==> config.mk <==
export PLATFORM = sky130hd
export DESIGN_NAME = pc_fetch_unit
export DESIGN_NICKNAME = d
export VERILOG_FILES = /design/src/rtl/pc_fetch_unit.sv
export SDC_FILE = /design/constraint.sdc
export NUM_CORES = 1
export LEC_CHECK = 0
export ABC_AREA = 0
export CAP_MARGIN = 25
export CORE_MARGIN = 2
export CORE_UTILIZATION = 40
export CTS_CLUSTER_DIAMETER = 200
export DETAILED_ROUTE_END_ITERATION = 10
export PLACE_DENSITY_LB_ADDON = 0.05
export SYNTH_ARGS = -nofsm -noshare
export SYNTH_HDL_FRONTEND = slang
export SYNTH_SLANG_ARGS = --single-unit
==> constraint.sdc <==
create_clock -name CLK -period 3.8 [get_ports CLK]
set_input_delay 0.76 -clock CLK [delete_from_list [all_inputs] [get_ports CLK]]
set_output_delay 0.76 -clock CLK [all_outputs]
set_load 0.005 [all_outputs]
==> src/rtl/pc_fetch_unit.sv <==
// -----------------------------------------------------------------------------
// pc_fetch_unit
//
// Instruction fetch stage. Holds the program counter, presents it to a
// combinational instruction memory, and latches each returned word into the
// instruction register for decode. Applies branch/jump redirects requested by
// decode, stops on HALT (opcode 6'b111111), and traps out-of-range fetches.
//
// Parameters:
//   RESET_PC    PC loaded on reset (word-aligned)
//   IMEM_BYTES  instruction memory size in bytes
//
// Ports:
//   CLK          in   1   clock, rising edge
//   Reset        in   1   synchronous active-high reset
//   IDataOut     in  32   instruction word at IAddr (combinational memory)
//   Stall        in   1   decode back-pressure
//   BranchTaken  in   1   IR holds a taken conditional branch
//   JumpTaken    in   1   IR holds a jump
//   IAddr        out 32   current PC
//   InstrOut     out 32   instruction register
//   IRPC         out 32   address the IR word was fetched from
//   IRValid      out  1   IR holds a live instruction
//   Halted       out  1   HALT reached, fetch stopped
//   Fault        out  1   illegal fetch address, fetch stopped
//   FetchCount   out 16   instructions accepted into IR (wraps)
// -----------------------------------------------------------------------------
module pc_fetch_unit #(
  parameter logic [31:0] RESET_PC   = 32'd0,
  parameter int unsigned IMEM_BYTES = 128
) (
  input  logic        CLK,
  input  logic        Reset,
  input  logic [31:0] IDataOut,
  input  logic        Stall,
  input  logic        BranchTaken,
  input  logic        JumpTaken,
  output logic [31:0] IAddr,
  output logic [31:0] InstrOut,
  output logic [31:0] IRPC,
  output logic        IRValid,
  output logic        Halted,
  output logic        Fault,
  output logic [15:0] FetchCount
);

  typedef enum logic [1:0] {
    ST_RUN    = 2'd0,
    ST_HALTED = 2'd1,
    ST_FAULT  = 2'd2
  } state_t;

  localparam logic [5:0] OPC_HALT = 6'b111111;

  state_t      state_r, state_s;
  logic [31:0] pc_r, pc_s;
  logic [31:0] ir_r, ir_s;
  logic [31:0] ir_pc_r, ir_pc_s;
  logic        ir_valid_r, ir_valid_s;
  logic        halted_r, halted_s;
  logic        fault_r, fault_s;
  logic [15:0] fetch_count_r, fetch_count_s;
  logic        redirect_s;

  // A fetch is legal when word-aligned and all four bytes lie inside memory.
  // Computed in 33 bits so addresses near 2^32 cannot wrap into range.
  function automatic logic addr_legal(input logic [31:0] addr);
    logic [32:0] last_byte;
    last_byte  = {1'b0, addr} + 33'd3;
    addr_legal = (addr[1:0] == 2'b00) && (last_byte <= (33'(IMEM_BYTES) - 33'd1));
  endfunction

  // PC-relative branch target: IRPC + 4 + sext(imm16) * 4, modulo 2^32.
  function automatic logic [31:0] branch_target(input logic [31:0] ir_pc,
                                                input logic [31:0] ir);
    logic [31:0] offset;
    offset        = {{14{ir[15]}}, ir[15:0], 2'b00};
    branch_target = ir_pc + 32'd4 + offset;
  endfunction

  // Pseudo-direct jump target: top nibble of IRPC+4 with the 26-bit index.
  function automatic logic [31:0] jump_target(input logic [31:0] ir_pc,
                                              input logic [31:0] ir);
    logic [31:0] seq_pc;
    seq_pc      = ir_pc + 32'd4;
    jump_target = {seq_pc[31:28], ir[25:0], 2'b00};
  endfunction

  // Redirects only count when decode is looking at a live instruction.
  always_comb begin
    redirect_s = ir_valid_r && (BranchTaken || JumpTaken);
  end

  // Next-state and next-register logic for the fetch FSM.
  always_comb begin
    state_s       = state_r;
    pc_s          = pc_r;
    ir_s          = ir_r;
    ir_pc_s       = ir_pc_r;
    ir_valid_s    = ir_valid_r;
    halted_s      = halted_r;
    fault_s       = fault_r;
    fetch_count_s = fetch_count_r;

    case (state_r)
      ST_RUN: begin
        if (redirect_s) begin
          // Redirect beats stall, fault and HALT: the word now on IDataOut
          // is on the wrong path and gets squashed.
          if (BranchTaken) begin
            pc_s = branch_target(ir_pc_r, ir_r);
          end else begin
            pc_s = jump_target(ir_pc_r, ir_r);
          end
          ir_valid_s = 1'b0;
        end else if (!addr_legal(pc_r)) begin
          state_s    = ST_FAULT;
          fault_s    = 1'b1;
          ir_valid_s = 1'b0;
        end else if (Stall) begin
          pc_s = pc_r;
        end else begin
          ir_s          = IDataOut;
          ir_pc_s       = pc_r;
          ir_valid_s    = 1'b1;
          fetch_count_s = fetch_count_r + 16'd1;
          if (IDataOut[31:26] == OPC_HALT) begin
            state_s  = ST_HALTED;
            halted_s = 1'b1;
          end else begin
            pc_s = pc_r + 32'd4;
          end
        end
      end

      ST_HALTED: begin
        // Keep the HALT word visible while decode stalls so it is consumed
        // exactly once; once dropped it never comes back.
        ir_valid_s = ir_valid_r & Stall;
      end

      ST_FAULT: begin
        ir_valid_s = 1'b0;
      end

      default: begin
        // Unreachable encoding: park in FAULT so software sees a stop.
        state_s    = ST_FAULT;
        fault_s    = 1'b1;
        ir_valid_s = 1'b0;
      end
    endcase
  end

  // State and datapath registers with synchronous reset.
  always_ff @(posedge CLK) begin
    if (Reset) begin
      state_r       <= ST_RUN;
      pc_r          <= RESET_PC;
      ir_r          <= 32'd0;
      ir_pc_r       <= 32'd0;
      ir_valid_r    <= 1'b0;
      halted_r      <= 1'b0;
      fault_r       <= 1'b0;
      fetch_count_r <= 16'd0;
    end else begin
      state_r       <= state_s;
      pc_r          <= pc_s;
      ir_r          <= ir_s;
      ir_pc_r       <= ir_pc_s;
      ir_valid_r    <= ir_valid_s;
      halted_r      <= halted_s;
      fault_r       <= fault_s;
      fetch_count_r <= fetch_count_s;
    end
  end

  assign IAddr      = pc_r;
  assign InstrOut   = ir_r;
  assign IRPC       = ir_pc_r;
  assign IRValid    = ir_valid_r;
  assign Halted     = halted_r;
  assign Fault      = fault_r;
  assign FetchCount = fetch_count_r;

endmodule

== Word level (Yosys, flattened, before mapping) ==
Cells that the tools add are included.
Storage, ports and cells
  input bits: 37
  logic and storage cells: 57
  flip-flop bits (word level): 117
  output and inout port bits: 115
Operators by class
  muxes and demuxes: 17
  reduce and logical (&&, ||, !) cells: 12
  bitwise gates (word level): 4
  eq/ne operators: 10
  $lt $le $gt $ge: 1
  add/subtract/negate cells: 5
Operator list (count)
  32-bit two-way mux: 5
  32-bit by 3-bit adder with 32-bit output (second input constant): 2
  32-bit by 2-bit adder with 33-bit output (second input constant): 1
  33-bit by 7-bit less-or-equal comparator with 1-bit output (second input constant): 1
  32-bit adder: 1
  16-bit by 1-bit adder with 16-bit output (second input constant): 1
  4-bit AND reduction: 3
  2-bit two-way mux: 4
  6-bit == test (second input constant): 1
  2-bit != test (second input constant): 3
  3-bit != test (second input constant): 2
  1-bit two-way mux: 5
  5-bit AND reduction: 1
  2-bit zero test: 2
  4-bit != test (second input constant): 1
  1-bit case mux with 2 select lines: 2
  2-bit case mux with 2 select lines: 1
  1-bit inverter: 3
  3-bit AND reduction: 1
  2-bit by 1-bit == test with 1-bit output (second input constant): 1
  2-bit == test (second input constant): 1
  1-bit logical AND: 2
  2-bit by 1-bit != test with 1-bit output (second input constant): 1
  2-bit nonzero test: 1
  other kinds (3): 3

== Depth between registers and ports, before layout ==
Gate-level depths: netlist of run 1.
  depth in word-level cells: 6
  depth in mapped cells: 18
  depth with buffers taken out: 16

== Least setup slack after synthesis of run 1 ==
Ideal clock, no wire load.
  path type: reg2reg
  start point: reg ir_pc_r[2], in the netlist IRPC[2]
  end point: reg pc_r[31], in the netlist IAddr[31]
  period minus slack after synthesis: 3.608 ns
  setup time: 0.070 ns
  data required time: 3.730 ns
  arrival: 3.537 ns
  setup slack: 0.192 ns
  buffers on the path: 2
  stages on the path, launching flop included: 18
  cell sequence: dfxtp_1 -> ha_1 -> and3_1 -> clkbuf_1 -> nand2_1 -> nor2_1 -> nand4_1 -> xnor2_1 -> ha_1 -> clkbuf_1 -> a21o_1 -> a211o_1 -> a31oi_1 -> o221ai_1 -> a2111oi_0 -> xnor2_1 -> nand2_1 -> a21oi_1
On the way
  cells in the longest elaborated chain, start to end: 4
RTL lines
  start, declared: RTL line 58  | logic [31:0] ir_pc_r, ir_pc_s;
  start signal, assigned: RTL line 170  | ir_pc_r <= ir_pc_s;
  32-bit by 3-bit adder with 32-bit output (*): RTL line 78, 85
  32-bit adder: RTL line 78  | branch_target = ir_pc + 32'd4 + offset;
  32-bit two-way mux (*): RTL line 110  | if (BranchTaken) begin
  32-bit two-way mux (*): RTL line 107  | if (redirect_s) begin
  end signal, assigned: RTL line 168  | pc_r <= pc_s;
  end, declared: RTL line 56  | logic [31:0] pc_r, pc_s;
Mark *: on every way between the ends. The rest lies on a longest branch, timed or not.
A chain may end at the register's enable or synchronous reset.

== Worst setup path in the final report of run 1 ==
  start point: reg ir_pc_r[11], in the netlist IRPC[11]
  end point: reg pc_r[31], in the netlist IAddr[31]
The elaborated chain is that of the path after synthesis.

==> results of run 1 <==
==> layout by cell type, fill, tap and decap left out, types with 4 or more instances in the layout <==
cell and instances:
sky130_fd_sc_hd__a211o_1 4, sky130_fd_sc_hd__a211oi_1 14, sky130_fd_sc_hd__a21o_1 12, sky130_fd_sc_hd__a21oi_1 65, sky130_fd_sc_hd__a22oi_1 7, sky130_fd_sc_hd__a31oi_1 10, sky130_fd_sc_hd__and2_1 30, sky130_fd_sc_hd__and3_1 21
sky130_fd_sc_hd__and4_1 9, sky130_fd_sc_hd__buf_4 57, sky130_fd_sc_hd__bufinv_16 4, sky130_fd_sc_hd__clkbuf_16 17, sky130_fd_sc_hd__clkdlybuf4s50_1 150, sky130_fd_sc_hd__clkinv_4 4, sky130_fd_sc_hd__dfxtp_1 117, sky130_fd_sc_hd__ha_1 36
sky130_fd_sc_hd__inv_1 23, sky130_fd_sc_hd__mux2_2 10, sky130_fd_sc_hd__mux2i_1 56, sky130_fd_sc_hd__nand2_1 65, sky130_fd_sc_hd__nand2b_1 6, sky130_fd_sc_hd__nand3_1 39, sky130_fd_sc_hd__nand3b_1 6, sky130_fd_sc_hd__nand4_1 19
sky130_fd_sc_hd__nor2_1 110, sky130_fd_sc_hd__nor2b_1 11, sky130_fd_sc_hd__nor3_1 18, sky130_fd_sc_hd__nor3b_1 4, sky130_fd_sc_hd__nor4_1 5, sky130_fd_sc_hd__o211ai_1 5, sky130_fd_sc_hd__o21ai_0 37, sky130_fd_sc_hd__o221ai_1 4
sky130_fd_sc_hd__o41ai_1 5, sky130_fd_sc_hd__or2_2 6, sky130_fd_sc_hd__or3_1 7, sky130_fd_sc_hd__xnor2_1 49, sky130_fd_sc_hd__xor2_1 17
==> sequential cells by signal, indices dropped and copies added (netlist names) <==
signal and cells:
IAddr 32, InstrOut 32, IRValid 1, Halted 1, IRPC 32, Fault 1
state_r 2, FetchCount 16
==> final cells by class <==
type / count / area, um^2 / share of cell area
flip-flops and latches: 117 / 2342 / 0.2283
inverters: 23 / 86.33 / 0.008414
multi-input cells: 746 / 4987 / 0.4860
clock inverters: 12 / 180.2 / 0.01756
clock buffers: 19 / 442.9 / 0.04317
repair buffers: 207 / 1929 / 0.1880
well taps: 234 / 292.8 / 0.02853
==> per-layer routing <==
layer,global-route usage,wire length (um),share of wire
met5,0,0,0
met3,0.04387,1186,0.050
met4,0.06474,317,0.013
met1,0.3523,11960,0.51
met2,0.3503,10100,0.43
==> kinds of logic (layout without fill, tap and decap cells) <==
logic type      count (synthesis)  in the layout
flops                         117            117
compound gates                207            207
xor+xnor                       66             66
mux                            66             66
fa+ha+maj                      37             37
buf+inv                        75            261
simple gates                  370            370
==> worst reg2reg max path, cell delays in order (launching register included) <==
cell                        delay (ns)
sky130_fd_sc_hd__dfxtp_1          0.37
sky130_fd_sc_hd__and4_1           0.22
sky130_fd_sc_hd__and4_1           0.25
sky130_fd_sc_hd__nand2_1          0.16
sky130_fd_sc_hd__nor2_1           0.15
sky130_fd_sc_hd__xor2_1           0.16
sky130_fd_sc_hd__ha_1             0.29
sky130_fd_sc_hd__and3_1           0.22
sky130_fd_sc_hd__a221o_1          0.36
sky130_fd_sc_hd__a221oi_2         0.27
sky130_fd_sc_hd__a211oi_2         0.13
sky130_fd_sc_hd__a21o_1           0.21
sky130_fd_sc_hd__a2111oi_2        0.34
sky130_fd_sc_hd__xnor2_1          0.16
sky130_fd_sc_hd__nand2_1          0.07
sky130_fd_sc_hd__a21oi_1          0.16
==> metrics by stage <==
stage	instance area [um^2]	util	hold WS, ns	worst slack [ns]
final	10260	0.5504	0.4468	0.2022
after global routing	10260	0.5504	0.4628	-0.09250
after CTS	10220	0.5480	0.4511	0.04946
after detailed placement	9588	0.5143	0.4414	0.01905
after global placement	9588	0.5143	0.4467	0.04272
after floorplan	7585	-	0.4421	0.1923
==> worst min path at each step <==
stage	startpoint	to	slack, ns	depth (start not counted)
floorplan	Fault$_SDFFE_PP0P_	Fault$_SDFFE_PP0P_	0.44	2
global placement	Fault$_SDFFE_PP0P_	Fault$_SDFFE_PP0P_	0.45	2
detailed placement	Fault$_SDFFE_PP0P_	Fault$_SDFFE_PP0P_	0.44	2
CTS	Fault$_SDFFE_PP0P_	Fault$_SDFFE_PP0P_	0.45	2
global route	Fault$_SDFFE_PP0P_	Fault$_SDFFE_PP0P_	0.46	2
finish	Fault$_SDFFE_PP0P_	Fault$_SDFFE_PP0P_	0.45	2
==> power groups by stage <==
stage,sequential [mW],combinational [mW],clock (mW)
6_report,1.61,2.19,1.72
4_1_cts,1.61,2.19,1.75
5_1_grt,1.63,2.41,1.80
2_1_floorplan,1.60,1.32,0
3_5_place_dp,1.63,2.17,0
3_3_place_gp,1.63,2.17,0
==> repair_timing <==
action | 4_1_cts | 5_1_grt
setup buffers | 0 | 0
resized for setup | 1 | 11
endpoints found under the setup margin | 1 | 75
pin swaps | 0 | 2
cloned | 0 | 0
hold buffers | 0 | 0
==> flow_results.org, run 1 <==
** Status
- Run status :: finished, final reports clean

** Critical path
- For this run, the slowest stage of the critical path takes 0.37 ns.
- Among all stages on the critical path, the largest delay is contributed by sky130_fd_sc_hd__dfxtp_1.
- In this run the register-to-register setup slack is 0.20 ns.
- Family with the most delay on the worst path :: compound AO/OA/AOI/OAI gates
- Critical setup path kind :: reg2reg
- Critical register-to-register path endpoint :: IAddr[31]$_SDFFE_PP0P_
- Cell depth of the worst setup path :: 15
- Critical path startpoint :: IRPC[11]$_SDFFE_PP0P_
- CP Data Required Time :: 4.14 ns
- Arrival time of the worst setup path :: 3.94 ns
- Along the worst path, the maximum fanout reaches 5.
- Worst Setup End Kind :: flop
- Counting cells, the worst reg-to-reg path comes to 15.
- Chain of cells forming the critical path :: and4_1 -> and4_1 -> nand2_1 -> nor2_1 -> xor2_1 -> ha_1 -> and3_1 -> a221o_1 -> a221oi_2 -> a211oi_2 -> a21o_1 -> a2111oi_2 -> xnor2_1 -> nand2_1 -> a21oi_1
- End point of the critical path :: IAddr[31]$_SDFFE_PP0P_
- Together, buffers and inverters on the worst path number 0.
- Startpoint class of the critical path :: flop
- In this run the critical register-to-register path is launched from IRPC[11]$_SDFFE_PP0P_.

** Synth
- Fraction of synthesized cell area taken by the top area cell type :: 0.3088
- The most used flip-flop cell after synthesis is sky130_fd_sc_hd__dfxtp_1.
- Measured against the total synthesized area, the mux share comes to 0.08875.
- EDFF count, synth :: 0
- Net count after synthesis :: 1012
- The area fraction in compound gates after synthesis is 0.1787.
- Post-synthesis cell count :: 938
- Dominant combinational cell family by area after synthesis :: simple AND/OR/NAND/NOR gates
- Total number of yosys warnings :: 0
- Number of library cell types mapped by synthesis :: 71
- Of the total synthesized cell area, the portion taken by full adders, half adders and majority gates is 0.06203.
- In this run, synthesis produced a sequential element count of 117.
- In the post-synthesis netlist, the biggest area contributors are sky130_fd_sc_hd__dfxtp_1, sky130_fd_sc_hd__mux2i_1, sky130_fd_sc_hd__ha_1.
- Post-Synth XOR/XNOR Area :: 0.07621
- Post-synthesis instance area :: 7585 um^2
- The share of the Yosys chip area taken by registers is 0.3088.
- The average instance in the mapped netlist occupies 8.086 um^2.
- Proportion of register bits with asynchronous set or reset after synthesis :: 0
- The most common cell in the synthesized netlist is sky130_fd_sc_hd__dfxtp_1.
- Ranking of synthesized cells by instance count :: sky130_fd_sc_hd__dfxtp_1, sky130_fd_sc_hd__nor2_1, sky130_fd_sc_hd__a21oi_1, sky130_fd_sc_hd__nand2_1, sky130_fd_sc_hd__mux2i_1
- Of the total synthesized cell area, the portion taken by AND, OR, NAND and NOR gates is 0.2453.
- Summed over all instances, the cell type with the most area after synthesis is sky130_fd_sc_hd__dfxtp_1.

** Clock network
- Latest clock arrival within the worst-skew pair :: 0.42 ns
- Htree depth :: 4
- In this run, CTS created clock tree buffers numbering 17.
- TritonCTS built the clock tree.
- Clock tree root buffer cell :: sky130_fd_sc_hd__clkbuf_16
- Clock input transition at the sequential cells of the worst setup and hold paths :: 0.06 ns
- No sink is reached through more buffers than the 2 on the longest clock path.
- TritonCTS sink count :: 117

** Timing
- Fin Setup TNS :: 0 ns
- Worst Skew :: 0.01082 ns
- For this run, the top clock speed supported by timing is 0.2779 GHz.
- Measured against its own limit, the worst slew margin works out to 0.5915.
- Min Clock Period, post-route :: 3.598 ns
- Pin slew with the least headroom to its limit :: 0.6127 ns
- Final number of hold-violating endpoints :: 0
- Setup violation total in the final timing report :: 0
- Number of pins with negative max-slew slack in the final report :: 0
- In the finished design, the share of the clock period the worst path needs comes to 0.9468.
- Setup repair after global routing could not meet its margin everywhere.

** Final layout
- Once layout is complete, the cells apart from fillers number 1358.
- Fill cell count :: 1819
- Diode count :: 0
- Count of nets after finishing :: 1186
- Syn-to-layout area delta :: 35.29%
- Share of final-layout standard cells stronger than drive strength 1 :: 0.1050

** Route
- Once detail routing completed, the nets flagged for antenna violations numbered 0.
- For this run, design rule violations remaining after detail routing come to 0.
- The first routing iteration left 509 violations.
- Wires add up to 23560 um.
- Wirelength per Cell :: 17.35 um
- Summing over every cut layer, the via total after detailed routing is 7431.
- Via/cell ratio :: 5.472
- The first TritonRoute pass finished after 6 iterations.

** Global route
- Entering global routing, the biggest net connects 51 pins.
- Number of antenna violations at the first check in global routing :: 0
- Wire length of the first global-routing pass :: 37950 um
- Vias in the first global route :: 6994
- Total global routing track utilization :: 0.2372
- The total overflow left after global routing is 0.

** Power and ir drop
- Leakage :: 4.189 nW
- IR analysis of the VDD net gives a maximum drop of 0.0003358 V.
- Total power density per cell area :: 538.0 nW/um^2
- The share of total power dissipated in the clock network is 0.311.
- Summed over all nets, the switching power comes to 1.991 mW.
- Internal power :: 3.529 mW
- Final Total Pwr :: 5.520 mW
- Proportion of power drawn by combinational gates :: 0.398
- Switching part of the total power :: 0.3606
- Seq pwr share :: 0.291

** Floorplan
- In this run the count of I/O pins placed on the die edge is 152.
- The floorplan step defined a core boundary enclosing 18640 um^2.
- DIE AREA :: 20080 um^2
- Row generation in the floorplan step produced 50 rows.
- Measured along the y axis, the die boundary spans 141.7 um.
- Starting density of the core :: 0.4068
- The die is 141.7 um wide.

** Place
- Detailed placement finished with a half-perimeter wire length of 17470 um.
- Port buffering added 151 buffers.
- Routability congestion estimate :: 0.9280
- Including well taps, the total number of placed cells is 1327.

** Worst hold path
- The path class of the tightest hold or removal check is reg2reg.

** Run
- Maximum capacitance violations :: 0
Note: power is estimated with default switching activity, not from simulation.
==> run 2, diff against run 1 <==
GPL_ROUTABILITY_DRIVEN = 1   (was unset)
==> results of run 2 <==
Final layout, timing and power as in run 1 (identical DEF).
==> edit 1, RTL diff (flow settings as in run 2) <==
Reset style: asynchronous (`Reset`), changed in one clocked block. Comments in the files are not updated.
--- a/src/rtl/pc_fetch_unit.sv
+++ b/src/rtl/pc_fetch_unit.sv
@@ -155,3 +155,3 @@
   // State and datapath registers with synchronous reset.
-  always_ff @(posedge CLK) begin
+  always_ff @(posedge CLK or posedge Reset) begin
     if (Reset) begin
Formal check against the unedited RTL: differs if Reset is asserted again (counterexample within 4 cycles, from zero or initial values and one cycle with Reset high); with Reset held inactive, the same outputs for 4 cycles.
==> edit 1 against run 2 <==
- first-iteration DRC count down 25%
- design area up 1.2%
- critical path type unchanged
- area after synthesis up 0.28%
- sequential cell count unchanged
- synthesized cell count down 12%
- routed wire length up 1.1%
- worst setup slack worse by 0.0039 ns
- cell count down 7.1%
Power is not compared: it rests on default switching activity, and its combinational part moved more than twofold at a synthesized area within 25%.
==> edit 1: results (changes against run 2) <==
grt met2 use=0.380 (was 0.350); sequential area share after synthesis=0.385 (was 0.309); hpwl dp=18000 um (was 17500 um); largest net degree at the start of global routing=92 (was 51); first-pass GRT wire length=38100 um (was 38000 um); share of layout cells above drive strength 1=0.141 (was 0.105); DR WL met2=10800 um (was 10100 um); outcome=finished, final reports clean (unchanged); measured slew at the worst slew-check pin=0.609 ns (was 0.613 ns); wire per inst=18.9 um (was 17.4 um); final hold slack=0.465 ns (was 0.447 ns); Worst R2R Path Depth=10 (was 15); Hold Path Stages=1 (was 2); reg-to-reg critical path startpoint=IAddr[19] (was IRPC[11]); CP max FO=7 (was 5); number of distinct library cells after synthesis=69 (was 71); worst stage delay on the critical path=0.52 ns (was 0.37 ns); WL met3=1170 um (was 1190 um); met3 usage=0.0537 (was 0.0439); Tot GR Track Use=0.242 (was 0.237); Post-CTS Repair Setup Buffers=0 (unchanged); top cells by count, synth=dfrtp_1, nand2_1, nor2_1 (was dfxtp_1, nor2_1, a21oi_1); cells after synthesis=823 (was 938); vias in the first global route=7127 (was 6994); Final Cycle Share=0.948 (was 0.947); Crit-path slowest cell=or4_4 (was dfxtp_1); DRT Wirelength=23800 um (was 23600 um); family with the most delay on the worst path=simple AND/OR/NAND/NOR gates (was compound AO/OA/AOI/OAI gates); Cells after DPL=1230 (was 1327); Synth Net Count=897 (was 1012); HP Class=register to register (unchanged); RD Place Congestion=0.906 (was 0.928); DR vias/cell=5.55 (was 5.47); CP arrival=3.91 ns (was 3.94 ns); DRT met1 WL=11300 um (was 12000 um); prevailing post-synth register cell=dfrtp_1 (was dfxtp_1); Nets=1089 (was 1186); hold endpoint=FetchCount[15] (was Fault); hold path startpoint=FetchCount[15] (was Fault); worst slack, placed=0.0950 ns (was 0.0190 ns); top cells by area, synth=dfrtp_1, ha_1, xnor2_1, mux2_2, nand2_1 (was dfxtp_1, mux2i_1, ha_1, xnor2_1, nor2_1)
edit 1: cell count changes after synthesis, sizes merged, moves of 19 or more:
cell	run 2	this run
nor2	112	64
dfxtp	117	0
clkbuf	39	20
mux2i	56	12
mux2	10	40
a21oi	67	47
dfrtp	0	117
edit 1: cells by family (layout without fill, tap and decap cells):
family / count (synthesis) / in the layout / share of synthesized area
xor+xnor: 70 / 70 / 0.0806
fa+ha+maj: 37 / 37 / 0.0619
flops: 117 / 117 / 0.385
compound gates: 188 / 188 / 0.160
buf+inv: 58 / 263 / 0.0317
simple gates: 301 / 301 / 0.205
mux: 52 / 52 / 0.0750
edit 1: layout make-up:
type / count / area, um2
Clock buffer: 19 / 433
Timing Repair Buffer: 205 / 1950
Sequential cell: 117 / 2930
Inverter: 26 / 101
Clock inverter: 13 / 175
Fill cell: 1695 / 8330
Tap cell: 234 / 293
Multi-Input combinational cell: 648 / 4490
edit 1: what timing repair did:
action	CTS	global route
gates resized for setup	0	18
endpoints found under the hold margin	0	0
setup endpoints to repair	0	27
==> edit 2, RTL diff (settings of run 2) <==
Made on the original files. The parameter `IMEM_BYTES` goes from 128 to 64.
--- a/src/rtl/pc_fetch_unit.sv
+++ b/src/rtl/pc_fetch_unit.sv
@@ -29,3 +29,3 @@
   parameter logic [31:0] RESET_PC   = 32'd0,
-  parameter int unsigned IMEM_BYTES = 128
+  parameter int unsigned IMEM_BYTES = 64
 ) (
Function: changed (a bounded check fails within 4 cycles, from zero or initial values and one cycle with Reset high).
==> edit 2 against run 2 <==
- non-clock buffer count is 3 lower
- worst setup slack gained 0.0012 ns
- power is 8.2% lower
- sequential cell count is the same
- design area fell by 1.1%
- routed wire length increased by 7.3%
- critical path depth up 1
- area after synthesis down 0.84%
- synthesized cell count up 2.0%
- largest cell class unchanged
- largest power group unchanged
- highest routed layer unchanged
==> edit 2: results (changes against run 2) <==
outcome=finished, final reports clean (unchanged); Synth Net Count=1031 (was 1012); most common cell in the netlist=nand2_1 (was dfxtp_1); static leakage=0.00401 uW (was 0.00419 uW); prevailing post-synth register cell=dfxtp_1 (unchanged); CTS H-tree depth=4 (unchanged); Worst-path clk slew=0.06 ns (about the same); number of buffers created by CTS=17 (unchanged); largest net degree at the start of global routing=87 (was 51); Cells after DPL=1342 (was 1327); share of layout cells above drive strength 1=0.118 (was 0.105); r2r setup slk=0.20 ns; clock latency on the worst-skew pair=0.43 ns; DRT Wirelength=25300 um (was 23600 um); vias in the first global route=7316 (was 6994); DR vias/cell=5.64 (was 5.47); PortBufs=151 (unchanged); number of distinct library cells after synthesis=78 (was 71); grt met2 use=0.379 (was 0.350); HP Class=register to register (unchanged); ANT cells=0 (unchanged); measured slew at the worst slew-check pin=1.02 ns (was 0.613 ns); CP max FO=6 (was 5); maximum vdd drop=0.287 mV (was 0.336 mV); Bufs on Longest Clock Path=2 (unchanged); RD Place Congestion=0.954 (was 0.928); antenna violations before repair=0 (unchanged); hpwl dp=18400 um (was 17500 um); synthesized area per cell=7.86 um2 (was 8.09 um2); vias post-DR=7750 (was 7431); sequential area share after synthesis=0.311 (was 0.309); Post-synth ARST share=0 (unchanged); Syn. warnings=0 (unchanged); Post-synth EDFFs=0 (unchanged); first-pass GRT wire length=39900 um (was 38000 um); Fin Clk Skew=0.0116 ns (was 0.0108 ns); top cells by area, synth=dfxtp_1, nand2_1, a21oi_1, ha_1, xnor2_1 (was dfxtp_1, mux2i_1, ha_1, xnor2_1, nor2_1); met3 usage=0.0462 (was 0.0439); CP arrival=3.91 ns (was 3.94 ns); DRT iter0 DRCs=485 (was 509); Nets=1201 (was 1186); root buf cell=clkbuf_16 (unchanged); top cells by count, synth=nand2_1, dfxtp_1, a21oi_1 (was dfxtp_1, nor2_1, a21oi_1); grt met1 use=0.368 (was 0.352); drt first pass iters=5 (was 6); Tot GR Track Use=0.252 (was 0.237)
[edit 2: cell count changes after synthesis, moves of 5 or more]
cell,change
nand2_1,+72
nor2_1,-37
nand4_1,+8
and2_1,-25
mux2i_1,-47
and3_1,+18
a22oi_1,-5
xnor2_1,-5
a21oi_1,+31
o21bai_1,+6
inv_1,-8
xor2_1,+6
[edit 2: per-layer routing]
metal,vias to the layer above,share of wire
li1,3841,-
met2,209,0.43
met1,3664,0.50
met5,-,0
met4,0,0.019
met3,36,0.051
[edit 2: what timing repair did]
action / 4_1_cts / 5_1_grt
endpoints found under the setup margin: 0 / 81
resized for setup: 0 / 15
buffers inserted: 0 / 0
[edit 2: final timing paths]
path / start / to / depth (start not counted)
max: IRPC[3] / IAddr[31] / 16
min: InstrOut[26] / InstrOut[26] / 2
max reg2reg: IRPC[3] / IAddr[31] / 16
min reg2reg: InstrOut[26] / InstrOut[26] / 2
[edit 2: final cells by class]
class	count	area (um2)
timing repair buffer	204	1920
inverter	16	60.1
clock buffer	17	425
tap	234	293
fill	1773	8430
multi-input combinational	771	4960
sequential	117	2340
clock inverter	15	155
[edit 2: per-stage QoR]
step	utilization	worst slack, ns	hold slack [ns]	area [um2]	TNS [ns]
after floorplan	-	0.0241	0.442	7520	0
after global placement	0.512	0.0528	0.439	9500	0
after detailed placement	0.512	0.0644	0.445	9500	0
after CTS	0.543	0.0305	0.454	10100	0
after global routing	0.546	-0.0445	0.477	10200	-0.0445
final	0.546	0.203	0.455	10200	0
[edit 2: cells by family (layout without fill, tap and decap cells)]
kind of cell | after synthesis | after routing | synth area share
simple gates | 407 | 407 | 0.276
compound gates | 241 | 241 | 0.205
flops | 117 | 117 | 0.311
buf+inv | 69 | 252 | 0.0393
xor+xnor | 67 | 67 | 0.0780
fa+ha+maj | 37 | 37 | 0.0626
mux | 19 | 19 | 0.0270
[edit 2: where the power goes]
part	leakage, uW	switching (uW)	internal (uW)
combinational	0.00279	1090	789
clock	0.000268	650	968
sequential	0.000948	192	1380
[edit 2: worst max-delay path: stages (launching register included)]
cell	delay (ns)
dfxtp_1	0.39
ha_2	0.26
nand3_2	0.14
nor3_2	0.14
buf_4	0.16
nand2_1	0.08
nor2_1	0.13
xor2_1	0.16
ha_1	0.31
and3_1	0.23
and3_1	0.20
and3_1	0.18
a221o_1	0.34
a211o_1	0.28
mux2i_1	0.18
xnor2_1	0.09
a22o_1	0.20
